<file path="config.mk">
export PLATFORM = sky130hd
export DESIGN_NAME = nonce_range_scheduler
export DESIGN_NICKNAME = d
export VERILOG_FILES = /design/src/rtl/nonce_range_scheduler_pkg.sv /design/src/rtl/nonce_range_scheduler_rr_arbiter.sv /design/src/rtl/nonce_range_scheduler.sv
export SDC_FILE = /design/constraint.sdc
export NUM_CORES = 1
export LEC_CHECK = 0
export ABC_AREA = 0
export BUFFER_PORTS_ARGS = -buffer_cell sky130_fd_sc_hd__buf_2
export CORE_MARGIN = 3
export CORE_UTILIZATION = 60
export CTS_CLUSTER_DIAMETER = 40
export DETAILED_ROUTE_END_ITERATION = 8
export PLACE_DENSITY = 0.83
export SLEW_MARGIN = 0
export SYNTH_ARGS = -nofsm -noshare
export SYNTH_HDL_FRONTEND = slang
export SYNTH_SLANG_ARGS = --single-unit
</file>
<file path="constraint.sdc">
create_clock -name hash_clk -period 29.9 [get_ports hash_clk]
set_input_delay 2.99 -clock hash_clk [delete_from_list [all_inputs] [get_ports hash_clk]]
set_output_delay 2.99 -clock hash_clk [all_outputs]
set_load 0.03 [all_outputs]
</file>
<file path="src/rtl/nonce_range_scheduler_pkg.sv">
`default_nettype none
// ============================================================================
// Module      : nonce_range_scheduler_pkg
// Description : Shared constants, scheduler state encoding and a clog2 helper
// Revision    : 1.0 - initial release
// ============================================================================
package nonce_range_scheduler_pkg;

    localparam int c_NONCE_W_DEF = 32;

    localparam logic [2:0] c_ST_IDLE     = 3'd0;
    localparam logic [2:0] c_ST_LATCH    = 3'd1;
    localparam logic [2:0] c_ST_DISPATCH = 3'd2;
    localparam logic [2:0] c_ST_RUN      = 3'd3;
    localparam logic [2:0] c_ST_DONE     = 3'd4;

    function automatic int clog2(input int value);
        int r;
        r = 0;
        for (int i = 0; i < 31; i++) begin
            if ((1 << i) < value) r = i + 1;
        end
        return r;
    endfunction

endpackage
`default_nettype wire

</file>
<file path="src/rtl/nonce_range_scheduler_rr_arbiter.sv">
`default_nettype none
// ============================================================================
// Module      : nonce_range_scheduler_rr_arbiter
// Description : Round-robin arbiter, one-hot grant, search starts after last grant
// Revision    : 1.0 - initial release
// ============================================================================
module nonce_range_scheduler_rr_arbiter
    import nonce_range_scheduler_pkg::*;
#(
    parameter int N = 4
) (
    input  logic         clk,
    input  logic         rst,
    input  logic [N-1:0] req,
    input  logic         advance,
    output logic [N-1:0] grant
);

    localparam int c_IDX_W = (clog2(N) == 0) ? 1 : clog2(N);

    logic [c_IDX_W-1:0] r_ptr;
    logic [c_IDX_W-1:0] w_cand;
    logic [c_IDX_W-1:0] w_gidx;
    logic               w_hit;

    always_comb begin
        grant  = '0;
        w_hit  = 1'b0;
        w_cand = '0;
        w_gidx = r_ptr;
        for (int k = 0; k < N; k++) begin
            w_cand = c_IDX_W'((int'(r_ptr) + k) % N);
            if (advance && !w_hit && req[w_cand]) begin
                grant[w_cand] = 1'b1;
                w_gidx        = w_cand;
                w_hit         = 1'b1;
            end
        end
    end

    always_ff @(posedge clk or posedge rst) begin
        if (rst) begin
            r_ptr <= '0;
        end else if (w_hit) begin
            r_ptr <= c_IDX_W'((int'(w_gidx) + 1) % N);
        end
    end

endmodule
`default_nettype wire

</file>
<file path="src/rtl/nonce_range_scheduler.sv">
`default_nettype none
// ============================================================================
// Module      : nonce_range_scheduler
// Description : Splits a nonce job across hashing cores and merges their results
// Revision    : 1.0 - initial release
// ============================================================================
module nonce_range_scheduler
    import nonce_range_scheduler_pkg::*;
#(
    parameter int NUM_CORES = 4,
    parameter int NONCE_W   = c_NONCE_W_DEF
) (
    input  logic                         hash_clk,
    input  logic                         reset,
    input  logic                         new_work,
    input  logic [NONCE_W-1:0]           nonce_min,
    input  logic [NONCE_W-1:0]           nonce_max,
    output logic [NUM_CORES-1:0]         core_start,
    output logic [NUM_CORES*NONCE_W-1:0] core_nonce_min,
    output logic [NUM_CORES*NONCE_W-1:0] core_nonce_max,
    input  logic [NUM_CORES-1:0]         core_found,
    input  logic [NUM_CORES*NONCE_W-1:0] core_golden_nonce,
    input  logic [NUM_CORES-1:0]         core_done,
    output logic [NONCE_W-1:0]           golden_nonce,
    output logic                         new_golden_nonce,
    output logic                         busy,
    output logic                         job_done,
    output logic                         err_range,
    output logic                         overflow
);

    localparam int                 c_LOG2N    = clog2(NUM_CORES);
    localparam int                 c_IDX_W    = (c_LOG2N == 0) ? 1 : c_LOG2N;
    localparam logic [c_IDX_W-1:0] c_LAST_IDX = c_IDX_W'(NUM_CORES - 1);

    logic [2:0]            r_state;
    logic [NONCE_W-1:0]    r_min, r_max, r_base, r_chunk, r_golden;
    logic [c_IDX_W-1:0]    r_idx, r_last_idx;
    logic [NUM_CORES-1:0]  r_started, r_start, r_start_d, r_pend;
    logic [NONCE_W-1:0]    r_rng_min [NUM_CORES];
    logic [NONCE_W-1:0]    r_rng_max [NUM_CORES];
    logic [NONCE_W-1:0]    r_pend_val[NUM_CORES];
    logic                  r_err, r_ovf, r_new_golden;

    logic [NONCE_W:0]      w_span, w_chunk;
    logic                  w_err, w_launch, w_tgt_last, w_all_done, w_advance;
    logic [c_IDX_W-1:0]    w_last_new, w_last_sel, w_tgt_idx;
    logic [NONCE_W-1:0]    w_tgt_base, w_tgt_chunk, w_tgt_end, w_gval;
    logic [NUM_CORES-1:0]  w_grant;

    // span is one bit wider so a full 2^NONCE_W range does not wrap to zero
    assign w_span     = ({1'b0, r_max} - {1'b0, r_min}) + {{NONCE_W{1'b0}}, 1'b1};
    assign w_chunk    = w_span >> c_LOG2N;
    assign w_err      = (r_max < r_min);
    assign w_last_new = (w_chunk == '0) ? '0 : c_LAST_IDX;

    // One shared accumulator: LATCH launches core 0, DISPATCH launches idx+1
    always_comb begin
        w_launch    = 1'b0;
        w_tgt_idx   = r_idx + 1'b1;
        w_tgt_base  = r_base;
        w_tgt_chunk = r_chunk;
        w_last_sel  = r_last_idx;
        if (r_state == c_ST_LATCH) begin
            w_launch    = !w_err;
            w_tgt_idx   = '0;
            w_tgt_base  = r_min;
            w_tgt_chunk = w_chunk[NONCE_W-1:0];
            w_last_sel  = w_last_new;
        end else if (r_state == c_ST_DISPATCH) begin
            w_launch    = (r_idx != r_last_idx);
        end
        w_tgt_last = (w_tgt_idx == w_last_sel);
        w_tgt_end  = w_tgt_last ? r_max : (w_tgt_base + w_tgt_chunk - 1'b1);
    end

    // done from a core is trusted only two cycles after its start pulse
    always_comb begin
        w_all_done = 1'b1;
        for (int i = 0; i < NUM_CORES; i++) begin
            if (r_started[i] && !(core_done[i] && !r_start[i] && !r_start_d[i]))
                w_all_done = 1'b0;
        end
    end

    always_ff @(posedge hash_clk or posedge reset) begin
        if (reset) begin
            r_state    <= c_ST_IDLE;
            r_min      <= '0;
            r_max      <= '0;
            r_base     <= '0;
            r_chunk    <= '0;
            r_idx      <= '0;
            r_last_idx <= '0;
            r_started  <= '0;
            r_start    <= '0;
            r_start_d  <= '0;
            r_err      <= 1'b0;
            for (int i = 0; i < NUM_CORES; i++) begin
                r_rng_min[i] <= '0;
                r_rng_max[i] <= '0;
            end
        end else if (new_work) begin
            r_state   <= c_ST_LATCH;
            r_min     <= nonce_min;
            r_max     <= nonce_max;
            r_idx     <= '0;
            r_started <= '0;
            r_start   <= '0;
            r_start_d <= '0;
            r_err     <= 1'b0;
            for (int i = 0; i < NUM_CORES; i++) begin
                r_rng_min[i] <= '0;
                r_rng_max[i] <= '0;
            end
        end else begin
            r_start_d <= r_start;
            r_start   <= '0;
            case (r_state)
                c_ST_LATCH: begin
                    r_chunk    <= w_chunk[NONCE_W-1:0];
                    r_last_idx <= w_last_new;
                    if (w_err) begin
                        r_err   <= 1'b1;
                        r_state <= c_ST_DONE;
                    end else begin
                        r_state <= c_ST_DISPATCH;
                    end
                end
                c_ST_DISPATCH: if (r_idx == r_last_idx) r_state <= c_ST_RUN;
                c_ST_RUN:      if (w_all_done && (r_pend == '0)) r_state <= c_ST_DONE;
                default:       r_state <= r_state;
            endcase
            if (w_launch) begin
                r_start[w_tgt_idx]   <= 1'b1;
                r_started[w_tgt_idx] <= 1'b1;
                r_rng_min[w_tgt_idx] <= w_tgt_base;
                r_rng_max[w_tgt_idx] <= w_tgt_end;
                r_idx                <= w_tgt_idx;
                r_base               <= w_tgt_base + w_tgt_chunk;
            end
        end
    end

    // Results captured while dispatching are held until RUN, then arbitrated
    assign w_advance = ((r_state == c_ST_RUN) || (r_state == c_ST_DONE)) && !new_work;

    nonce_range_scheduler_rr_arbiter #(
        .N       (NUM_CORES)
    ) u_arb (
        .clk     (hash_clk),
        .rst     (reset),
        .req     (r_pend),
        .advance (w_advance),
        .grant   (w_grant)
    );

    always_comb begin
        w_gval = '0;
        for (int i = 0; i < NUM_CORES; i++) begin
            if (w_grant[i]) w_gval = w_gval | r_pend_val[i];
        end
    end

    always_ff @(posedge hash_clk or posedge reset) begin
        if (reset) begin
            r_pend       <= '0;
            r_ovf        <= 1'b0;
            r_new_golden <= 1'b0;
            r_golden     <= '0;
            for (int i = 0; i < NUM_CORES; i++) r_pend_val[i] <= '0;
        end else if (new_work) begin
            r_pend       <= '0;
            r_ovf        <= 1'b0;
            r_new_golden <= 1'b0;
        end else begin
            r_new_golden <= |w_grant;
            if (|w_grant) r_golden <= w_gval;
            for (int i = 0; i < NUM_CORES; i++) begin
                if (core_found[i] && r_started[i]) begin
                    r_pend_val[i] <= core_golden_nonce[i*NONCE_W +: NONCE_W];
                    r_pend[i]     <= 1'b1;
                    if (r_pend[i] && !w_grant[i]) r_ovf <= 1'b1;
                end else if (w_grant[i]) begin
                    r_pend[i] <= 1'b0;
                end
            end
        end
    end

    generate
        for (genvar g = 0; g < NUM_CORES; g++) begin : g_pack
            assign core_nonce_min[g*NONCE_W +: NONCE_W] = r_rng_min[g];
            assign core_nonce_max[g*NONCE_W +: NONCE_W] = r_rng_max[g];
        end
    endgenerate

    assign core_start       = r_start;
    assign golden_nonce     = r_golden;
    assign new_golden_nonce = r_new_golden;
    assign busy             = (r_state == c_ST_LATCH) || (r_state == c_ST_DISPATCH) ||
                              (r_state == c_ST_RUN);
    assign job_done         = (r_state == c_ST_DONE);
    assign err_range        = r_err;
    assign overflow         = r_ovf;

endmodule
`default_nettype wire

</file>
==> key figures <==
Outcome
  – Status: complete, no violations

Synthesis
  – Cell taking the most area after synthesis: dfrtp_1
  – Yosys top cell area share: between 40% and 50%
  – Synthesis warning total: 0
  – Synth Register Bits: around 570
  – Post-synth EDFFs: 0
  – Top post-synthesis cells by area: dfrtp_1 49%, mux2_2 7.4%, nand2_1 5.3%, ha_1 4.4%, o21ai_0 4.4%
  – Prevailing post-synth register cell: dfrtp_1
  – Syn nets: about 3200
  – Async SR Flop Fraction: between 90% and 100%
  – Synthesized cell area: between 0.02 and 0.03 mm²
  – Seq/Total Area, Yosys: 49.2%
  – Cells after Synth: 2900
  – Yosys cell types: a little over 90
  – Syn Area/Cell: 10.0 µm²

Power and ir drop
  – Power Dens Cells: about 100 mW/mm²
  – Leak: between 0.015 and 0.02 µW
  – Peak supply drop: between 0.06 and 0.07 mV

Global route
  – Largest net degree at the start of global routing: around 190
  – Initial antenna violation count: 9
  – Total GRT Usage: between 30 and 40%
  – First-pass GRT wire length: 151000 µm
  – Vias in the first global route: ~26000
  – Congestion Overflow GR: 0

Die
  – DIE AREA: just over 0.05 mm²
  – Die width: 226 µm
  – Core area: between 0.04 and 0.05 mm²
  – Die H: 226 µm
  – Ports: 500
  – Starting Density: between 60% and 70%
  – Std cell rows: 80

Setup path
  – Crit path largest cell delay: approximately 0.67 ns
  – Reg-to-reg slack, setup: around 23 ns
  – Worst path bufs/invs: 1
  – Worst EP arrival: slightly below 8 ns
  – Setup Crit Path Kind: register to register
  – Most used cell, CP: a21oi_1
  – Nature of the critical path endpoint: register
  – CP max stage cell: or4_1
  – Worst path required time: between 30 and 40 ns
  – Cells along the critical path: inv_1 > ha_1 > fa_1 > a22oi_1 > o32ai_1 > o32a_1 > a21oi_1 > o21bai_1 > xnor2_1 > o21ai_0 > ha_1 > a21oi_1 > nand2_1 > o221ai_1 > or4_1 > a21oi_1 > nand3_1 > a21oi_1 > o211ai_1 > or4_4 > nor2_1 > mux2_2 > o41ai_1
  – Worst-path maximum fanout: 6
  – Family with the most delay on the worst path: compound AO/OA/AOI/OAI gates
  – Startpoint types: register

Timing
  – Worst setup margin: ~23 ns
  – Setup tns final: 0 ns
  – Period Utilization, post-route: 24.4%
  – Hold Violations, Final: 0
  – Max frequency: 137 MHz
  – Final setup vio count: 0
  – Unrepaired setup endpoints after global routing: no
  – Actual slew at the worst max-slew pin: between 1 and 1.5 ns
  – Worst slew margin: ~22%
  – Hold_ws: 0.473 ns
  – Clock Skew: between 0.02 and 0.03 ns
  – Post-route minimum period: 7.30 ns
  – Pins Over Slew Limit: 0

Route
  – First-pass detailed-route iteration total: 6
  – Average vias per placed instance: approximately 6.4
  – Antenna-violating nets left: 0
  – Routed wire length per instance: 25.0 µm
  – Post-Route WL: slightly above 100000 µm
  – Routed via count: ~26000
  – 1st-iter DRT viols: between 2000 and 3000
  – DRC errors left: 0

Place
  – Setup slack at placement: between 20 and 25 ns
  – Gpl congestion: about 0.99
  – I/O Buffers: around 500
  – Placed cells: ~3900
  – HPWL Detailed: 70200 µm

Final layout
  – Layout Cells excl Fill: 4046
  – Final Core Density: between 70% and 80%
  – Nets: around 3700
  – Share of post-route cells with drive strength above 1: a little over a quarter
  – Commonest cells after routing, fill and taps aside: 572 x dfrtp_1, 498 x buf_2, 413 x nand2_1
  – Synth-to-layout area growth: 20.9%
  – Most common cell after layout, fill and taps aside: dfrtp_1

Clock network
  – CTS clk-pin slew, worst paths: roughly 0.060 ns
  – Setup bufs post-CTS: 0
  – CTS tree: yes
  – H-tree Lvls: 3
  – Clk_lat worst skew: around 0.65 ns
  – Num CTS Buffers: between 80 and 90
  – CTS max path bufs: 3
  – Root Buffer: clkbuf_16
  – Post-CTS Hold Buffers: 0
  – Post-CTS sizing: 0
  – CTS sink cnt: approximately 570

Run
  – Max_cap viols: 0

Min path
  – Worst Hold Class: register to register
-- tightest hold or removal path: cells and delay by family, from the launching register on --
kind / cells / cell delay (ns)
flops: 1 / 0.34
compound gates: 1 / 0.06
simple gates: 1 / 0.04
-- final timing paths --
check                                   start                   to  depth (start not counted)
max reg2reg                          r_min[2]  core_nonce_max[124]                         23
max in group asynchronous               reset   core_nonce_max[40]                          4
min                        core_nonce_min[47]   core_nonce_min[47]                          2
max                                  r_min[2]  core_nonce_max[124]                         23
min in group asynchronous               reset   core_nonce_min[56]                          2
min reg2reg                core_nonce_min[47]   core_nonce_min[47]                          2
-- logic make-up after synthesis --
| kind of cell | count (synthesis) | share of synthesized area (%) |
|---|---|---|
| xor+xnor | 77 | 2.35 |
| fa+ha+maj | 120 | 5.60 |
| compound gates | 736 | 16.1 |
| mux | 243 | 9.24 |
| simple gates | 853 | 13.5 |
| buf+inv | 299 | 3.94 |
| flops | 572 | 49.2 |
-- routing by layer --
metal / GRT usage, % / share of wire [%]
met4: 22.5 / 6.7
met1: 48.3 / 38
met3: 9.70 / 9.1
met5: 0 / 0.050
met2: 61.4 / 46
-- cell usage after synthesis, drive strengths merged (21+ instances only) --
| cell type | count |
|---|---|
| inv | 134 |
| mux2i | 50 |
| a21o | 32 |
| a21oi | 122 |
| ha | 103 |
| o21ai | 265 |
| xor2 | 31 |
| nor2 | 178 |
| a211oi | 90 |
| mux2 | 192 |
| dfrtp | 572 |
| nor3 | 38 |
| nand2b | 27 |
| xnor2 | 46 |
| nand3 | 64 |
| clkbuf | 142 |
| a22oi | 70 |
| a31oi | 23 |
| buf | 21 |
| nand2 | 414 |
-- through the flow --
stage | power (µW) | area (µm²)
after global routing | 3830 | 35100
final | 3670 | 35100
after floorplan | 2020 | 29100
after detailed placement | 2530 | 32000
after global placement | 2500 | 32000
after CTS | 3630 | 35100
-- state kept, by name (all words and copies together), names as in the netlist --
name / count
r_idx: 2
err_range: 1
overflow: 1
u_arb.r_ptr: 2
r_pend: 4
r_chunk: 32
r_state: 3
new_golden_nonce: 1
r_started: 4
core_nonce_max: 128
r_min: 32
r_last_idx: 2
r_base: 32
golden_nonce: 32
r_pend_val: 128
core_start: 4
r_max: 32
r_start_d: 4
core_nonce_min: 128
-- layout make-up --
| cell class | instances | area (µm²) |
|---|---|---|
| tap | 615 | 769 |
| clock buffer | 96 | 2280 |
| clock inverter | 62 | 835 |
| timing repair buffer | 527 | 2730 |
| sequential | 572 | 14300 |
| inverter | 136 | 518 |
| multi-input combinational | 2029 | 13700 |
| fill | 3346 | 12600 |
| antenna | 9 | 22.5 |
-- where the power goes --
part / internal [µW] / total, µW / leakage [µW] / switching (µW)
Combinational: 517 / 1580 / 0.00827 / 1060
Clock: 672 / 1090 / 0.00152 / 413
Sequential: 907 / 1010 / 0.00759 / 101
Total: 2100 / 3670 / 0.0174 / 1580
Note: power is estimated with default switching activity, not from simulation.
